**config.mk**
```make
export PLATFORM = sky130hd
export DESIGN_NAME = dmem_req_tracker_flat
export DESIGN_NICKNAME = d
export VERILOG_FILES = /design/src/rtl/dmem_req_tracker_if.sv /design/src/rtl/dmem_req_tracker.sv /design/src/flat_wrapper.sv
export SDC_FILE = /design/constraint.sdc
export NUM_CORES = 1
export LEC_CHECK = 0
export CORE_ASPECT_RATIO = 1.2
export CORE_MARGIN = 2
export CORE_UTILIZATION = 35
export CTS_BUF_LIST = sky130_fd_sc_hd__clkbuf_16
export CTS_CLUSTER_SIZE = 12
export DETAILED_ROUTE_END_ITERATION = 8
export SLEW_MARGIN = 15
export SYNTH_ARGS = -nofsm -noshare
export SYNTH_HDL_FRONTEND = slang
export SYNTH_SLANG_ARGS = --single-unit
```
**constraint.sdc**
```tcl
create_clock -name clk -period 64.8 [get_ports clk]
set_input_delay 16.2 -clock clk [delete_from_list [all_inputs] [get_ports clk]]
set_output_delay 16.2 -clock clk [all_outputs]
set_load 0.1 [all_outputs]
```
**src/rtl/dmem_req_tracker_if.sv**
```systemverilog
`default_nettype none
// ============================================================================
//  Module   : dmem_req_tracker_if
//  Purpose  : Bundles the core request, D-cache request, D-cache response and
//             core response channels used by dmem_req_tracker. The tracker
//             connects through the 'slave' modport. The core / cache side,
//             or a testbench, connects through the 'master' modport.
//  Revision : 1.0 - initial release
// ============================================================================
interface dmem_req_tracker_if #(
  parameter int ADDR_W = 40,
  parameter int DATA_W = 64,
  parameter int TAG_W  = 8,
  parameter int META_W = 8
);
  // Core -> tracker request channel
  logic              core_req_valid;
  logic              core_req_ready;
  logic [4:0]        core_req_cmd;
  logic [2:0]        core_req_typ;
  logic [ADDR_W-1:0] core_req_addr;
  logic [DATA_W-1:0] core_req_data;
  logic [META_W-1:0] core_req_meta;

  // Tracker -> cache request channel
  logic              dmem_req_valid;
  logic              dmem_req_ready;
  logic [4:0]        dmem_req_cmd;
  logic [2:0]        dmem_req_typ;
  logic [ADDR_W-1:0] dmem_req_bits_addr;
  logic [DATA_W-1:0] dmem_req_bits_data;
  logic [TAG_W-1:0]  dmem_req_bits_tag;

  // Cache -> tracker response channel
  logic              dmem_resp_valid;
  logic [TAG_W-1:0]  dmem_resp_bits_tag;
  logic              dmem_resp_bits_nack;
  logic [DATA_W-1:0] dmem_resp_bits_data;

  // Tracker -> core response channel (no backpressure)
  logic              core_resp_valid;
  logic [DATA_W-1:0] core_resp_data;
  logic [META_W-1:0] core_resp_meta;
  logic              core_resp_err;

  // Environment side: drives core requests and cache responses
  modport master (
    output core_req_valid, core_req_cmd, core_req_typ, core_req_addr,
           core_req_data, core_req_meta,
    input  core_req_ready,
    input  dmem_req_valid, dmem_req_cmd, dmem_req_typ, dmem_req_bits_addr,
           dmem_req_bits_data, dmem_req_bits_tag,
    output dmem_req_ready,
    output dmem_resp_valid, dmem_resp_bits_tag, dmem_resp_bits_nack,
           dmem_resp_bits_data,
    input  core_resp_valid, core_resp_data, core_resp_meta, core_resp_err
  );

  // Tracker side
  modport slave (
    input  core_req_valid, core_req_cmd, core_req_typ, core_req_addr,
           core_req_data, core_req_meta,
    output core_req_ready,
    output dmem_req_valid, dmem_req_cmd, dmem_req_typ, dmem_req_bits_addr,
           dmem_req_bits_data, dmem_req_bits_tag,
    input  dmem_req_ready,
    input  dmem_resp_valid, dmem_resp_bits_tag, dmem_resp_bits_nack,
           dmem_resp_bits_data,
    output core_resp_valid, core_resp_data, core_resp_meta, core_resp_err
  );
endinterface
`default_nettype wire

```
**src/rtl/dmem_req_tracker.sv**
```systemverilog
`default_nettype none
// ============================================================================
//  Module   : dmem_req_tracker
//  Purpose  : Outstanding-request tracker between the core memory stage and
//             the D-cache port. Holds up to NUM_ENTRIES in-flight requests,
//             tags them with their entry index, replays NACKed requests and
//             returns responses with the core metadata attached.
//  Options  : define DMEM_TRK_PERF_EN to add saturating NACK / retire
//             performance counters.
//  Revision : 1.0 - initial release
// ============================================================================
module dmem_req_tracker #(
  parameter int NUM_ENTRIES = 4,
  parameter int ADDR_W      = 40,
  parameter int DATA_W      = 64,
  parameter int TAG_W       = 8,
  parameter int META_W      = 8,
  parameter int MAX_RETRY   = 15
) (
  input  logic                clk,
  input  logic                rst,
  input  logic                flush_i,
  dmem_req_tracker_if.slave   bus,
  output logic                busy_o,
  output logic                spurious_resp_o
`ifdef DMEM_TRK_PERF_EN
  ,
  output logic [31:0]         perf_nack_cnt_o,
  output logic [31:0]         perf_retire_cnt_o
`endif
);

  localparam int IDX_W   = $clog2(NUM_ENTRIES);
  localparam int RETRY_W = $clog2(MAX_RETRY + 1);
  localparam logic [RETRY_W-1:0] C_MAX_RETRY = RETRY_W'(MAX_RETRY);
  localparam logic [IDX_W-1:0]   C_LAST_IDX  = IDX_W'(NUM_ENTRIES - 1);

  // FREE: empty. PEND: waiting to issue. SENT: at the cache.
  // DRAIN: at the cache but flushed; its response is swallowed.
  typedef enum logic [1:0] {
    ST_FREE  = 2'd0,
    ST_PEND  = 2'd1,
    ST_SENT  = 2'd2,
    ST_DRAIN = 2'd3
  } entry_state_e;

  entry_state_e        state_q [NUM_ENTRIES];
  logic [RETRY_W-1:0]  retry_q [NUM_ENTRIES];
  logic [4:0]          cmd_q   [NUM_ENTRIES];
  logic [2:0]          typ_q   [NUM_ENTRIES];
  logic [ADDR_W-1:0]   addr_q  [NUM_ENTRIES];
  logic [DATA_W-1:0]   data_q  [NUM_ENTRIES];
  logic [META_W-1:0]   meta_q  [NUM_ENTRIES];

  logic [IDX_W-1:0]    rr_q;
  logic                lock_q;
  logic [IDX_W-1:0]    lock_idx_q;
  logic                spurious_q;

  logic                core_resp_valid_q;
  logic [DATA_W-1:0]   core_resp_data_q;
  logic [META_W-1:0]   core_resp_meta_q;
  logic                core_resp_err_q;

  logic                w_alloc_found;
  logic [IDX_W-1:0]    w_alloc_idx;
  logic                w_sel_found;
  logic [IDX_W-1:0]    w_sel_idx;
  logic                w_core_ready;
  logic                w_core_hs;
  logic                w_dmem_hs;
  logic                w_busy;

  logic                w_resp_in_range;
  logic [IDX_W-1:0]    w_resp_idx;
  logic                w_resp_hit;
  logic                w_resp_live;
  logic                w_resp_ok;
  logic                w_resp_retry;
  logic                w_resp_fail;

  // Lowest-index free entry receives the next core request.
  always_comb begin : alloc_select
    w_alloc_found = 1'b0;
    w_alloc_idx   = '0;
    for (int i = NUM_ENTRIES - 1; i >= 0; i--) begin
      if (state_q[i] == ST_FREE) begin
        w_alloc_found = 1'b1;
        w_alloc_idx   = IDX_W'(i);
      end
    end
  end

  // Issue select: keep a stalled entry presented, otherwise round-robin over PEND.
  always_comb begin : issue_select
    logic [IDX_W:0] v_j;
    w_sel_found = 1'b0;
    w_sel_idx   = '0;
    v_j         = '0;
    if (lock_q && (state_q[lock_idx_q] == ST_PEND)) begin
      w_sel_found = 1'b1;
      w_sel_idx   = lock_idx_q;
    end else begin
      for (int k = 0; k < NUM_ENTRIES; k++) begin
        v_j = {1'b0, rr_q} + (IDX_W+1)'(k);
        if (v_j >= (IDX_W+1)'(NUM_ENTRIES)) begin
          v_j = v_j - (IDX_W+1)'(NUM_ENTRIES);
        end
        if (!w_sel_found && (state_q[v_j[IDX_W-1:0]] == ST_PEND)) begin
          w_sel_found = 1'b1;
          w_sel_idx   = v_j[IDX_W-1:0];
        end
      end
    end
  end

  // Occupancy summary for the busy output.
  always_comb begin : busy_calc
    w_busy = 1'b0;
    for (int i = 0; i < NUM_ENTRIES; i++) begin
      if (state_q[i] != ST_FREE) begin
        w_busy = 1'b1;
      end
    end
  end

  // Ready is held low while in reset so nothing is accepted then.
  assign w_core_ready = w_alloc_found & ~flush_i & ~rst;
  assign w_core_hs    = bus.core_req_valid & w_core_ready;
  assign w_dmem_hs    = w_sel_found & bus.dmem_req_ready;

  // Response decode. Only SENT/DRAIN entries may be hit; anything else is spurious.
  assign w_resp_in_range = ({1'b0, bus.dmem_resp_bits_tag} < (TAG_W+1)'(NUM_ENTRIES));
  assign w_resp_idx      = bus.dmem_resp_bits_tag[IDX_W-1:0];
  assign w_resp_hit      = bus.dmem_resp_valid & w_resp_in_range &
                           ((state_q[w_resp_idx] == ST_SENT) ||
                            (state_q[w_resp_idx] == ST_DRAIN));
  // A flush in the same cycle drops the response of a SENT entry.
  assign w_resp_live     = w_resp_hit & (state_q[w_resp_idx] == ST_SENT) & ~flush_i;
  assign w_resp_ok       = w_resp_live & ~bus.dmem_resp_bits_nack;
  assign w_resp_retry    = w_resp_live &  bus.dmem_resp_bits_nack &
                           (retry_q[w_resp_idx] < C_MAX_RETRY);
  assign w_resp_fail     = w_resp_live &  bus.dmem_resp_bits_nack &
                           (retry_q[w_resp_idx] == C_MAX_RETRY);

  // Per-entry state machines and request payload storage.
  always_ff @(posedge clk or posedge rst) begin
    if (rst) begin
      for (int i = 0; i < NUM_ENTRIES; i++) begin
        state_q[i] <= ST_FREE;
        retry_q[i] <= '0;
        cmd_q[i]   <= '0;
        typ_q[i]   <= '0;
        addr_q[i]  <= '0;
        data_q[i]  <= '0;
        meta_q[i]  <= '0;
      end
    end else begin
      for (int i = 0; i < NUM_ENTRIES; i++) begin
        unique case (state_q[i])
          ST_FREE: begin
            if (w_core_hs && (w_alloc_idx == IDX_W'(i))) begin
              state_q[i] <= ST_PEND;
              retry_q[i] <= '0;
              cmd_q[i]   <= bus.core_req_cmd;
              typ_q[i]   <= bus.core_req_typ;
              addr_q[i]  <= bus.core_req_addr;
              data_q[i]  <= bus.core_req_data;
              meta_q[i]  <= bus.core_req_meta;
            end
          end
          ST_PEND: begin
            if (w_dmem_hs && (w_sel_idx == IDX_W'(i))) begin
              state_q[i] <= flush_i ? ST_DRAIN : ST_SENT;
            end else if (flush_i) begin
              state_q[i] <= ST_FREE;
            end
          end
          ST_SENT: begin
            if (w_resp_hit && (w_resp_idx == IDX_W'(i))) begin
              if (w_resp_retry) begin
                state_q[i] <= ST_PEND;
                retry_q[i] <= retry_q[i] + RETRY_W'(1);
              end else begin
                state_q[i] <= ST_FREE;
              end
            end else if (flush_i) begin
              state_q[i] <= ST_DRAIN;
            end
          end
          ST_DRAIN: begin
            if (w_resp_hit && (w_resp_idx == IDX_W'(i))) begin
              state_q[i] <= ST_FREE;
            end
          end
          default: state_q[i] <= ST_FREE;
        endcase
      end
    end
  end

  // Round-robin pointer advance and stall lock for the cache request port.
  always_ff @(posedge clk or posedge rst) begin
    if (rst) begin
      rr_q       <= '0;
      lock_q     <= 1'b0;
      lock_idx_q <= '0;
    end else begin
      lock_q     <= w_sel_found & ~bus.dmem_req_ready;
      lock_idx_q <= w_sel_idx;
      if (w_dmem_hs) begin
        rr_q <= (w_sel_idx == C_LAST_IDX) ? '0 : (w_sel_idx + IDX_W'(1));
      end
    end
  end

  // Registered core response and sticky spurious-response flag.
  always_ff @(posedge clk or posedge rst) begin
    if (rst) begin
      core_resp_valid_q <= 1'b0;
      core_resp_data_q  <= '0;
      core_resp_meta_q  <= '0;
      core_resp_err_q   <= 1'b0;
      spurious_q        <= 1'b0;
    end else begin
      core_resp_valid_q <= w_resp_ok | w_resp_fail;
      core_resp_err_q   <= w_resp_fail;
      if (w_resp_ok || w_resp_fail) begin
        core_resp_data_q <= bus.dmem_resp_bits_data;
        core_resp_meta_q <= meta_q[w_resp_idx];
      end
      if (bus.dmem_resp_valid && !w_resp_hit) begin
        spurious_q <= 1'b1;
      end
    end
  end

`ifdef DMEM_TRK_PERF_EN
  logic [31:0] perf_nack_q;
  logic [31:0] perf_retire_q;

  // Saturating event counters; only reset clears them.
  always_ff @(posedge clk or posedge rst) begin
    if (rst) begin
      perf_nack_q   <= '0;
      perf_retire_q <= '0;
    end else begin
      if (w_resp_hit && bus.dmem_resp_bits_nack && (perf_nack_q != '1)) begin
        perf_nack_q <= perf_nack_q + 32'd1;
      end
      if (core_resp_valid_q && (perf_retire_q != '1)) begin
        perf_retire_q <= perf_retire_q + 32'd1;
      end
    end
  end

  assign perf_nack_cnt_o   = perf_nack_q;
  assign perf_retire_cnt_o = perf_retire_q;
`endif

  assign bus.core_req_ready     = w_core_ready;
  assign bus.dmem_req_valid     = w_sel_found;
  assign bus.dmem_req_cmd       = cmd_q[w_sel_idx];
  assign bus.dmem_req_typ       = typ_q[w_sel_idx];
  assign bus.dmem_req_bits_addr = addr_q[w_sel_idx];
  assign bus.dmem_req_bits_data = data_q[w_sel_idx];
  assign bus.dmem_req_bits_tag  = TAG_W'(w_sel_idx);
  assign bus.core_resp_valid    = core_resp_valid_q;
  assign bus.core_resp_data     = core_resp_data_q;
  assign bus.core_resp_meta     = core_resp_meta_q;
  assign bus.core_resp_err      = core_resp_err_q;
  assign busy_o                 = w_busy;
  assign spurious_resp_o        = spurious_q;

endmodule
`default_nettype wire

```
**src/flat_wrapper.sv**
```systemverilog
// flat-port wrapper written by rule: the top's interface ports become plain ports
module dmem_req_tracker_flat 
#(
  parameter int NUM_ENTRIES = 4,
  parameter int ADDR_W      = 40,
  parameter int DATA_W      = 64,
  parameter int TAG_W       = 8,
  parameter int META_W      = 8,
  parameter int MAX_RETRY   = 15
)
  (clk, rst, flush_i, busy_o, spurious_resp_o, bus_core_req_valid, bus_core_req_cmd, bus_core_req_typ, bus_core_req_addr, bus_core_req_data, bus_core_req_meta, bus_core_req_ready, bus_dmem_req_valid, bus_dmem_req_cmd, bus_dmem_req_typ, bus_dmem_req_bits_addr, bus_dmem_req_bits_data, bus_dmem_req_bits_tag, bus_dmem_req_ready, bus_dmem_resp_valid, bus_dmem_resp_bits_tag, bus_dmem_resp_bits_nack, bus_dmem_resp_bits_data, bus_core_resp_valid, bus_core_resp_data, bus_core_resp_meta, bus_core_resp_err);
  dmem_req_tracker_if #(.ADDR_W(ADDR_W), .DATA_W(DATA_W), .TAG_W(TAG_W), .META_W(META_W)) bus_i ();
  input  logic clk;
  input  logic rst;
  input  logic flush_i;
  output logic busy_o;
  output logic spurious_resp_o;
  input wire logic [$bits(bus_i.core_req_valid)-1:0] bus_core_req_valid;
  input wire logic [$bits(bus_i.core_req_cmd)-1:0] bus_core_req_cmd;
  input wire logic [$bits(bus_i.core_req_typ)-1:0] bus_core_req_typ;
  input wire logic [$bits(bus_i.core_req_addr)-1:0] bus_core_req_addr;
  input wire logic [$bits(bus_i.core_req_data)-1:0] bus_core_req_data;
  input wire logic [$bits(bus_i.core_req_meta)-1:0] bus_core_req_meta;
  output wire logic [$bits(bus_i.core_req_ready)-1:0] bus_core_req_ready;
  output wire logic [$bits(bus_i.dmem_req_valid)-1:0] bus_dmem_req_valid;
  output wire logic [$bits(bus_i.dmem_req_cmd)-1:0] bus_dmem_req_cmd;
  output wire logic [$bits(bus_i.dmem_req_typ)-1:0] bus_dmem_req_typ;
  output wire logic [$bits(bus_i.dmem_req_bits_addr)-1:0] bus_dmem_req_bits_addr;
  output wire logic [$bits(bus_i.dmem_req_bits_data)-1:0] bus_dmem_req_bits_data;
  output wire logic [$bits(bus_i.dmem_req_bits_tag)-1:0] bus_dmem_req_bits_tag;
  input wire logic [$bits(bus_i.dmem_req_ready)-1:0] bus_dmem_req_ready;
  input wire logic [$bits(bus_i.dmem_resp_valid)-1:0] bus_dmem_resp_valid;
  input wire logic [$bits(bus_i.dmem_resp_bits_tag)-1:0] bus_dmem_resp_bits_tag;
  input wire logic [$bits(bus_i.dmem_resp_bits_nack)-1:0] bus_dmem_resp_bits_nack;
  input wire logic [$bits(bus_i.dmem_resp_bits_data)-1:0] bus_dmem_resp_bits_data;
  output wire logic [$bits(bus_i.core_resp_valid)-1:0] bus_core_resp_valid;
  output wire logic [$bits(bus_i.core_resp_data)-1:0] bus_core_resp_data;
  output wire logic [$bits(bus_i.core_resp_meta)-1:0] bus_core_resp_meta;
  output wire logic [$bits(bus_i.core_resp_err)-1:0] bus_core_resp_err;
  assign bus_i.core_req_valid = bus_core_req_valid;
  assign bus_i.core_req_cmd = bus_core_req_cmd;
  assign bus_i.core_req_typ = bus_core_req_typ;
  assign bus_i.core_req_addr = bus_core_req_addr;
  assign bus_i.core_req_data = bus_core_req_data;
  assign bus_i.core_req_meta = bus_core_req_meta;
  assign bus_core_req_ready = bus_i.core_req_ready;
  assign bus_dmem_req_valid = bus_i.dmem_req_valid;
  assign bus_dmem_req_cmd = bus_i.dmem_req_cmd;
  assign bus_dmem_req_typ = bus_i.dmem_req_typ;
  assign bus_dmem_req_bits_addr = bus_i.dmem_req_bits_addr;
  assign bus_dmem_req_bits_data = bus_i.dmem_req_bits_data;
  assign bus_dmem_req_bits_tag = bus_i.dmem_req_bits_tag;
  assign bus_i.dmem_req_ready = bus_dmem_req_ready;
  assign bus_i.dmem_resp_valid = bus_dmem_resp_valid;
  assign bus_i.dmem_resp_bits_tag = bus_dmem_resp_bits_tag;
  assign bus_i.dmem_resp_bits_nack = bus_dmem_resp_bits_nack;
  assign bus_i.dmem_resp_bits_data = bus_dmem_resp_bits_data;
  assign bus_core_resp_valid = bus_i.core_resp_valid;
  assign bus_core_resp_data = bus_i.core_resp_data;
  assign bus_core_resp_meta = bus_i.core_resp_meta;
  assign bus_core_resp_err = bus_i.core_resp_err;
  dmem_req_tracker #(.NUM_ENTRIES(NUM_ENTRIES), .ADDR_W(ADDR_W), .DATA_W(DATA_W), .TAG_W(TAG_W), .META_W(META_W), .MAX_RETRY(MAX_RETRY)) u_core (.clk(clk), .rst(rst), .flush_i(flush_i), .bus(bus_i), .busy_o(busy_o), .spurious_resp_o(spurious_resp_o));
endmodule
```
# After elaboration in Yosys (flattened, before gate mapping)

Index checks and enable logic that the tools add are counted.
Widths: inputs -> output; s select.

Flip-flop bits (word level): 584
Bits in latches: 0
Memory bits (writable): 0
Memory bits (read-only): 0
Input port bits: 199
Memories: 0

Add/subtract/negate cells: 12
Multiply operators: 0
Div/mod/pow operators: 0
Order comparisons: 13
Equality and inequality tests: 53
Shift operators: 0
Multiplexer cells: 110
Bitwise gates (word level): 25
Reductions and logical operators: 50

Operator list:

| kind                | count |
|---|---|
| $bmux 64 s2         | 1 |
| $mux 64             | 2 |
| $mux 2              | 48 |
| $bmux 40 s2         | 1 |
| $mux 40             | 2 |
| $mux 4              | 14 |
| $eq 2x2->1 const B  | 16 |
| $pmux 2 s4          | 4 |
| $pmux 4 s2          | 4 |
| $reduce_and 4->1    | 8 |
| $ge 3x3->1 const B  | 10 |
| $bmux 2 s2          | 6 |
| $eq 2x1->1 const B  | 12 |
| $ne 2x1->1 const B  | 12 |
| $ne 3x2->1 const B  | 8 |
| $not 2->3           | 7 |
| $mux 1              | 18 |
| $logic_and 1x1->1   | 17 |
| $add 4x1->4 const B | 4 |
| $bmux 8 s2          | 1 |
| $mux 8              | 2 |
| $reduce_bool 2->1   | 8 |
| $logic_not 2->1     | 7 |
| $and 1x1->1         | 13 |
| other kinds (19)    | 38 |

# Logic depth before layout (Yosys ltp)

Gate-level depths: netlist of the first run.

Word-level depth: 30
Gate-level depth with buffers: 14
Mapped depth without buffers: 10

# Worst setup path after synthesis of the first run

No wires, ideal clock.

Path kind: input to output
Start: input port flush_i
End: output port bus_core_req_ready
Data arrival time: 18.464 ns
Path slack: 30.136 ns
Stages: 2
Path through: clkbuf_1 > nor3_1

Longest elaborated chain between the ends: 3

Ends and longest elaborated chain:

| element                   | line                    | RTL |
|---|---|---|
| start, declared           | flat_wrapper.sv:15      | `input logic flush_i;` |
| $not 1->1                 | dmem_req_tracker.sv:128 | `assign w_core_ready = w_alloc_found & ~flush_i & ~rst;` |
| $and 1x1->1 (2 in series) | dmem_req_tracker.sv:128 |  |
| end, declared             | flat_wrapper.sv:24      | `output wire logic [$bits(bus_i.core_req_ready)-1:0] bus_core_req_ready;` |

Every way passes these cells.

# Worst setup path in the final report of the first run

Ends and elaborated chain as after synthesis.

==> impl_metrics.py, run 1 <==
metrics = {
    "drt": {
        "dr.pass1.iters": 5,
        "drc": 0,
        "drtIter0Drc": 950,
        "routedWlPerCell_um": 19.08,
        "routed_via_density": 4.942,
        "num_vias": 18280,
        "routed_wl_um": 70590,
        "postRouteAntennaNets": 0,
    },
    "yosys": {
        "ys_types": 56,
        "ys_warn_count": 0,
        "synth_edf_count": 0,
        "ys_ff_latch": 584,
        "yosysSeqAreaShare_pct": 55.46,
        "synthCells": 2300,
        "synth-main-ff-cell": "dfrtp_1",
        "async_reset_ff_share_pct": 100.0,
        "synth.avg_cell_area_um2": 11.46,
        "synth_area_mm2": 0.02635,
    },
    "timing": {
        "setup_viol": 0,
        "setup_slack_ns": 30.11,
        "finalHoldViolCount": 0,
        "post-route-min-period_ns": 34.69,
        "slew_headroom_pct": 18.84,
        "max_freq_mhz": 28.82,
        "rsz0062_at_grt": "false",
        "clock_skew_ns": 0.02967,
        "tightest_slew_ns": 1.217,
        "finalCritPeriodShare_pct": 53.54,
        "maxSlewViolCount": 0,
        "finalSetupTns_ns": 0,
    },
    "clock_network": {
        "cts_resized": 0,
        "postCtsHoldBufs": 0,
        "cts_tree": "yes",
        "path_clk_slew_ns": 0.05,
        "clock-sinks": 584,
        "cts_setup_buffers": 0,
        "cts-root-buf": "clkbuf_16",
        "clockBufferDepth": 3,
        "h-tree-depth": 3,
        "numCtsBuffers": 66,
        "clock_latency_ns": 0.61,
    },
    "setup_path": {
        "r2r_start": "u_core.state_q[3]",
        "end_kind": "primary output",
        "cp.arrival_ns": 18.49,
        "critical_path.startpoint": "flush_i",
        "worstSetupStartpointType": "input pin",
        "cp_max_fo": 16,
        "critPathCapture": "bus_core_req_ready",
        "reg2regPathDepth": 12,
        "r2r_setup_slack_ns": 60.55,
        "r2r-end": "u_core.state_q[6]",
        "crit_type": "input pin to primary output",
        "crit_required_ns": 48.60,
    },
    "placement": {
        "dp_hpwl_um": 42500,
        "place_area_mm2": 0.03118,
        "gp_congestion": 0.7568,
        "pre_cts_slack_ns": 30.05,
        "port_buffers": 390,
    },
    "die": {
        "die_area_mm2": 0.07751,
        "core.rowCount": 110,
        "start_util_pct": 35.26,
        "ios": 397,
        "die_h_um": 304.6,
        "die_w_um": 254.5,
        "fp.coreArea_mm2": 0.07473,
    },
    "min_path": {
        "hold_path.class": "flip-flop to flip-flop",
    },
    "global_routing": {
        "grt_pass1_wl_um": 110700,
        "gr-total-overflow": 0,
        "grt_pass1_vias": 19616,
        "grt_antenna_before_repair": 13,
        "grtUsageTotal_pct": 18.21,
        "grt_max_degree": 174,
    },
    "finish": {
        "fin_nets": 2848,
        "design_area_mm2": 0.03322,
        "drive_gt1_share_pct": 17.31,
        "area_growth_pct": 26.07,
    },
    "power_and_ir_drop": {
        "powerDensity_mw_per_mm2": 56.04,
        "p_leak_nw": 15.97,
        "vdd_drop_max_uv": 55.58,
        "total_power_w": 0.001862,
    },
    "run": {
        "cap_violations": 0,
    },
    "run_status": {
        "status": "finished, final reports clean",
    },
}
## worst max-delay path: stages
cell and delay, ns:
clkdlybuf4s50_1 0.75, nor3_1 0.34, clkdlybuf4s50_1 1.19
## stage by stage
| stage | hold WS, ns | utilization [%] | instances |
|---|---|---|---|
| after floorplan | 0.4409 | - | 2305 |
| after global placement | 0.4370 | 41.72 | 3581 |
| after detailed placement | 0.4611 | 41.72 | 3581 |
| after CTS | 0.4746 | 44.43 | 3694 |
| after global routing | 0.4943 | 44.45 | 3697 |
| final | 0.4699 | 44.45 | 3699 |
## layer usage
layer	up-vias	track usage [%]	wire length, um
met5	-	0	96
met4	14	6.389	1806
met3	123	5.030	5265
met2	492	31.12	34650
met1	9204	21.87	28770
li1	8447	-	-
## sequential cells by signal, indices dropped and copies added, names as in the netlist
register	cells
u_core.addr_q	160
u_core.bus.core_resp_data	64
u_core.bus.core_resp_err	1
u_core.bus.core_resp_meta	8
u_core.bus.core_resp_valid	1
u_core.cmd_q	20
u_core.data_q	256
u_core.lock_idx_q	2
u_core.lock_q	1
u_core.meta_q	32
u_core.retry_q	16
u_core.rr_q	2
u_core.spurious_resp_o	1
u_core.state_q	8
u_core.typ_q	12
## report_power, final
group	switching [W]	internal [W]
Sequential	0.0000518	0.000454
Combinational	0.000694	0.000309
Clock	0.000151	0.000202
## synthesized netlist by cell type (3+ instances only)
library cell / n / share of area [%]
nand3b_1: 4 / 0.11
mux2_2: 314 / 13
nand2b_1: 6 / 0.14
nand4_1: 11 / 0.26
nand2_1: 738 / 11
inv_1: 14 / 0.20
nor2b_1: 5 / 0.12
buf_2: 58 / 1.1
nor3b_1: 3 / 0.085
a31oi_1: 5 / 0.12
nor4_2: 3 / 0.14
nor2_1: 15 / 0.21
or3b_2: 4 / 0.13
a31o_2: 4 / 0.13
or3_1: 4 / 0.095
mux2i_1: 342 / 13
a21oi_1: 10 / 0.19
and3_1: 4 / 0.095
clkbuf_1: 80 / 1.1
dfrtp_1: 584 / 55
mux4_2: 12 / 1.0
nor4b_1: 3 / 0.10
buf_4: 6 / 0.17
a311oi_1: 3 / 0.10
nand3_1: 8 / 0.15
o21ai_0: 8 / 0.15
nor3_1: 7 / 0.13
o22ai_1: 3 / 0.071
ha_1: 8 / 0.38
## placed cells by master, fill, tap and decap left out, types with 3 or more instances in the layout
| cell type | instances |
|---|---|
| o21ai_0 | 8 |
| nand2b_1 | 6 |
| nand3_1 | 7 |
| clkinv_8 | 3 |
| dfrtp_1 | 584 |
| nor2b_1 | 5 |
| a31o_2 | 4 |
| nor2_1 | 14 |
| nand3b_1 | 4 |
| ha_1 | 8 |
| bufinv_16 | 3 |
| inv_1 | 22 |
| nor3_1 | 7 |
| nand2_1 | 737 |
| clkinv_2 | 12 |
| clkbuf_16 | 68 |
| or3b_2 | 4 |
| mux2i_1 | 342 |
| nand4_1 | 11 |
| a311oi_1 | 3 |
| clkdlybuf4s50_1 | 390 |
| a21oi_1 | 10 |
| or3_1 | 4 |
| nor3b_1 | 3 |
| a31oi_1 | 5 |
| and3_1 | 3 |
| mux2_2 | 314 |
| mux4_2 | 12 |
| buf_4 | 22 |
| conb_1 | 6 |
| clkinv_1 | 13 |
| o22ai_1 | 3 |
| diode_2 | 5 |
## final cells by class
cell class,instances,area (um^2)
timing repair buffer,415,4120
tap,1008,1261
sequential,584,14610
clock inverter,45,324.1
multi-input combinational,1560,11130
antenna,5,12.51
fill,6883,41510
clock buffer,68,1702
inverter,14,60.06
## logic make-up after synthesis
family                   share of synthesized area (%)
other                                          0.01423
adder cells (fa/ha/maj)                         0.3799
AO/OA/AOI/OAI                                    1.349
AND/OR/NAND/NOR                                  12.65
XOR/XNOR                                       0.03324
buffers and inverters                            2.683
flip-flops                                       55.46
multiplexers                                     27.43
## worst min path at each step
stage / start / to / cells past startpoint
2_1_floorplan: u_core.meta_q[16] / u_core.meta_q[16] / 2
3_3_place_gp: u_core.spurious_resp_o / u_core.spurious_resp_o / 1
3_5_place_dp: u_core.data_q[206] / u_core.data_q[206] / 2
4_1_cts: u_core.data_q[188] / u_core.data_q[188] / 2
5_1_grt: u_core.data_q[165] / u_core.data_q[165] / 2
6_report: u_core.addr_q[143] / u_core.addr_q[143] / 2
No activity file was read; power rests on OpenSTA's default activity.
==> inputs of run 2 (changes only) <==
==> constraint.sdc (replaced) <==
create_clock -name clk -period 28.2 [get_ports clk]
set_input_delay 7.05 -clock clk [delete_from_list [all_inputs] [get_ports clk]]
set_output_delay 7.05 -clock clk [all_outputs]
set_load 0.1 [all_outputs]
==> impl_metrics.py, run 2 (synthesis gave the netlist of run 1 again) <==
metrics = {
    "run_status": {
        "status": "finished, final reports clean",
    },
    "setup_path": {
        "crit_top_cell": "clkdlybuf4s50_1",
        "critPathCapture": "bus_core_req_ready",
        "r2r_start": "u_core.state_q[7]",
        "r2r_setup_slack_ns": 23.90,
        "end_kind": "primary output",
        "max_stage_delay_ns": 1.20,
        "crit_required_ns": 21.15,
        "worstSetupStartpointType": "input pin",
        "cp_max_fo": 16,
        "cp.arrival_ns": 9.37,
        "crit_chain": "clkdlybuf4s50_1 > nor3_1 > clkdlybuf4s50_1",
        "critical_path.startpoint": "flush_i",
        "crit_slowest_cell": "clkdlybuf4s50_1",
        "r2r-end": "u_core.state_q[6]",
        "reg2regPathDepth": 10,
        "crit_type": "input pin to primary output",
    },
    "clock_network": {
        "clock-sinks": 584,
        "clock_latency_ns": 0.60,
        "clockBufferDepth": 3,
        "h-tree-depth": 3,
        "cts_tree": "yes",
        "path_clk_slew_ns": 0.05,
        "cts-root-buf": "clkbuf_16",
        "cts_resized": 0,
        "postCtsHoldBufs": 0,
        "numCtsBuffers": 66,
        "cts_setup_buffers": 0,
    },
    "drt": {
        "drtIter0Drc": 929,
        "dr.pass1.iters": 5,
        "routedWlPerCell_um": 19.09,
        "routed_wl_um": 70570,
        "postRouteAntennaNets": 0,
        "drc": 0,
        "num_vias": 18215,
        "routed_via_density": 4.928,
    },
    "timing": {
        "clock_skew_ns": 0.02553,
        "slew_headroom_pct": 25.15,
        "maxSlewViolCount": 0,
        "post-route-min-period_ns": 16.42,
        "tightest_slew_ns": 1.123,
        "setup_viol": 0,
        "finalSetupTns_ns": 0,
        "setup_slack_ns": 11.78,
        "max_freq_mhz": 60.89,
        "rsz0062_at_grt": "false",
        "finalCritPeriodShare_pct": 58.24,
        "finalHoldViolCount": 0,
    },
    "global_routing": {
        "grt_antenna_before_repair": 10,
        "grt_pass1_wl_um": 110400,
        "gr-total-overflow": 0,
        "grt_max_degree": 174,
        "grt_pass1_vias": 19463,
        "grtUsageTotal_pct": 18.14,
    },
    "finish": {
        "largest_reg_flops": 256,
        "fin_nets": 2847,
        "final_common_cell": "nand2_1",
        "fillerInstances": 6905,
        "final_cell_mix": "nand2_1 (737), dfrtp_1 (584), clkdlybuf4s50_1 (390)",
        "ff_latch_area_mm2": 0.01461,
        "area_growth_pct": 25.69,
        "drive_gt1_share_pct": 16.99,
        "design_area_mm2": 0.03312,
        "multi_input_comb_area_mm2": 0.01113,
        "top_register": "u_core.data_q",
    },
    "die": {
        "ios": 397,
        "fp.coreArea_mm2": 0.07473,
        "start_util_pct": 35.26,
        "core.rowCount": 110,
        "die_area_mm2": 0.07751,
        "die_w_um": 254.5,
        "die_h_um": 304.6,
    },
    "placement": {
        "place_area_mm2": 0.03117,
        "port_buffers": 390,
        "dp_hpwl_um": 42710,
        "pre_cts_slack_ns": 11.79,
        "gp_congestion": 0.7529,
    },
    "power_and_ir_drop": {
        "clockPowerShare_pct": 18.4,
        "internal_power_w": 0.002192,
        "seqPwrFrac_pct": 27.4,
        "p_switching_w": 0.002052,
        "p_leak_nw": 15.95,
        "swShare_pct": 48.34,
        "comb_power_share_pct": 54.2,
        "vdd_drop_max_uv": 198.2,
        "powerDensity_mw_per_mm2": 128.1,
    },
    "run": {
        "cap_violations": 0,
    },
    "min_path": {
        "hold_path.class": "flip-flop to flip-flop",
    },
}
[run 2: power by group through the flow]
stage	registers, W	clock network (W)	logic (W)
5_1_grt	0.00119	0.000844	0.00240
3_5_place_dp	0.00117	0	0.00232
3_3_place_gp	0.00116	0	0.00229
2_1_floorplan	0.00115	0	0.00179
4_1_cts	0.00116	0.000813	0.00232
6_report	0.00116	0.000782	0.00230
[run 2: routing by layer]
layer	track usage (%)	vias to the layer above	share of wire [%]
met1	22.07	9215	42
li1	-	8429	-
met2	31.20	472	49
met5	0	-	0.11
met3	4.919	87	7.1
met4	5.363	12	1.9
[run 2: how the worst min path moves through the flow]
stage,startpoint,end,slack [ns],cells after the start
4_1_cts,u_core.meta_q[19],u_core.meta_q[19],0.47,2
3_5_place_dp,u_core.meta_q[19],u_core.meta_q[19],0.46,2
5_1_grt,u_core.data_q[167],u_core.data_q[167],0.49,2
2_1_floorplan,u_core.meta_q[16],u_core.meta_q[16],0.44,2
3_3_place_gp,u_core.spurious_resp_o,u_core.spurious_resp_o,0.44,1
6_report,u_core.data_q[134],u_core.data_q[134],0.47,2
[run 2: cell type report]
| cell class | instances | area share, % |
|---|---|---|
| sequential | 584 | 44.12 |
| multi-input combinational | 1560 | 33.60 |
| timing repair buffer | 414 | 12.41 |
| clock buffer | 67 | 5.062 |
| tap | 1008 | 3.808 |
| clock inverter | 45 | 0.7933 |
| inverter | 14 | 0.1813 |
| antenna | 4 | 0.03022 |
[run 2: per-stage QoR]
step                total power (W)  cells  hold slack [ns]  utilization, %
global route               0.004427   3694           0.4900           44.31
finish                     0.004244   3696           0.4691           44.32
detailed placement         0.003490   3580           0.4580           41.71
global placement           0.003450   3580           0.4386           41.71
CTS                        0.004295   3692           0.4733           44.30
floorplan                  0.002947   2305           0.4409               -
[run 2: critical path, delay by kind of cell]
family,cells,cell delay [ns]
buffers and inverters,2,1.92
AND/OR/NAND/NOR,1,0.40
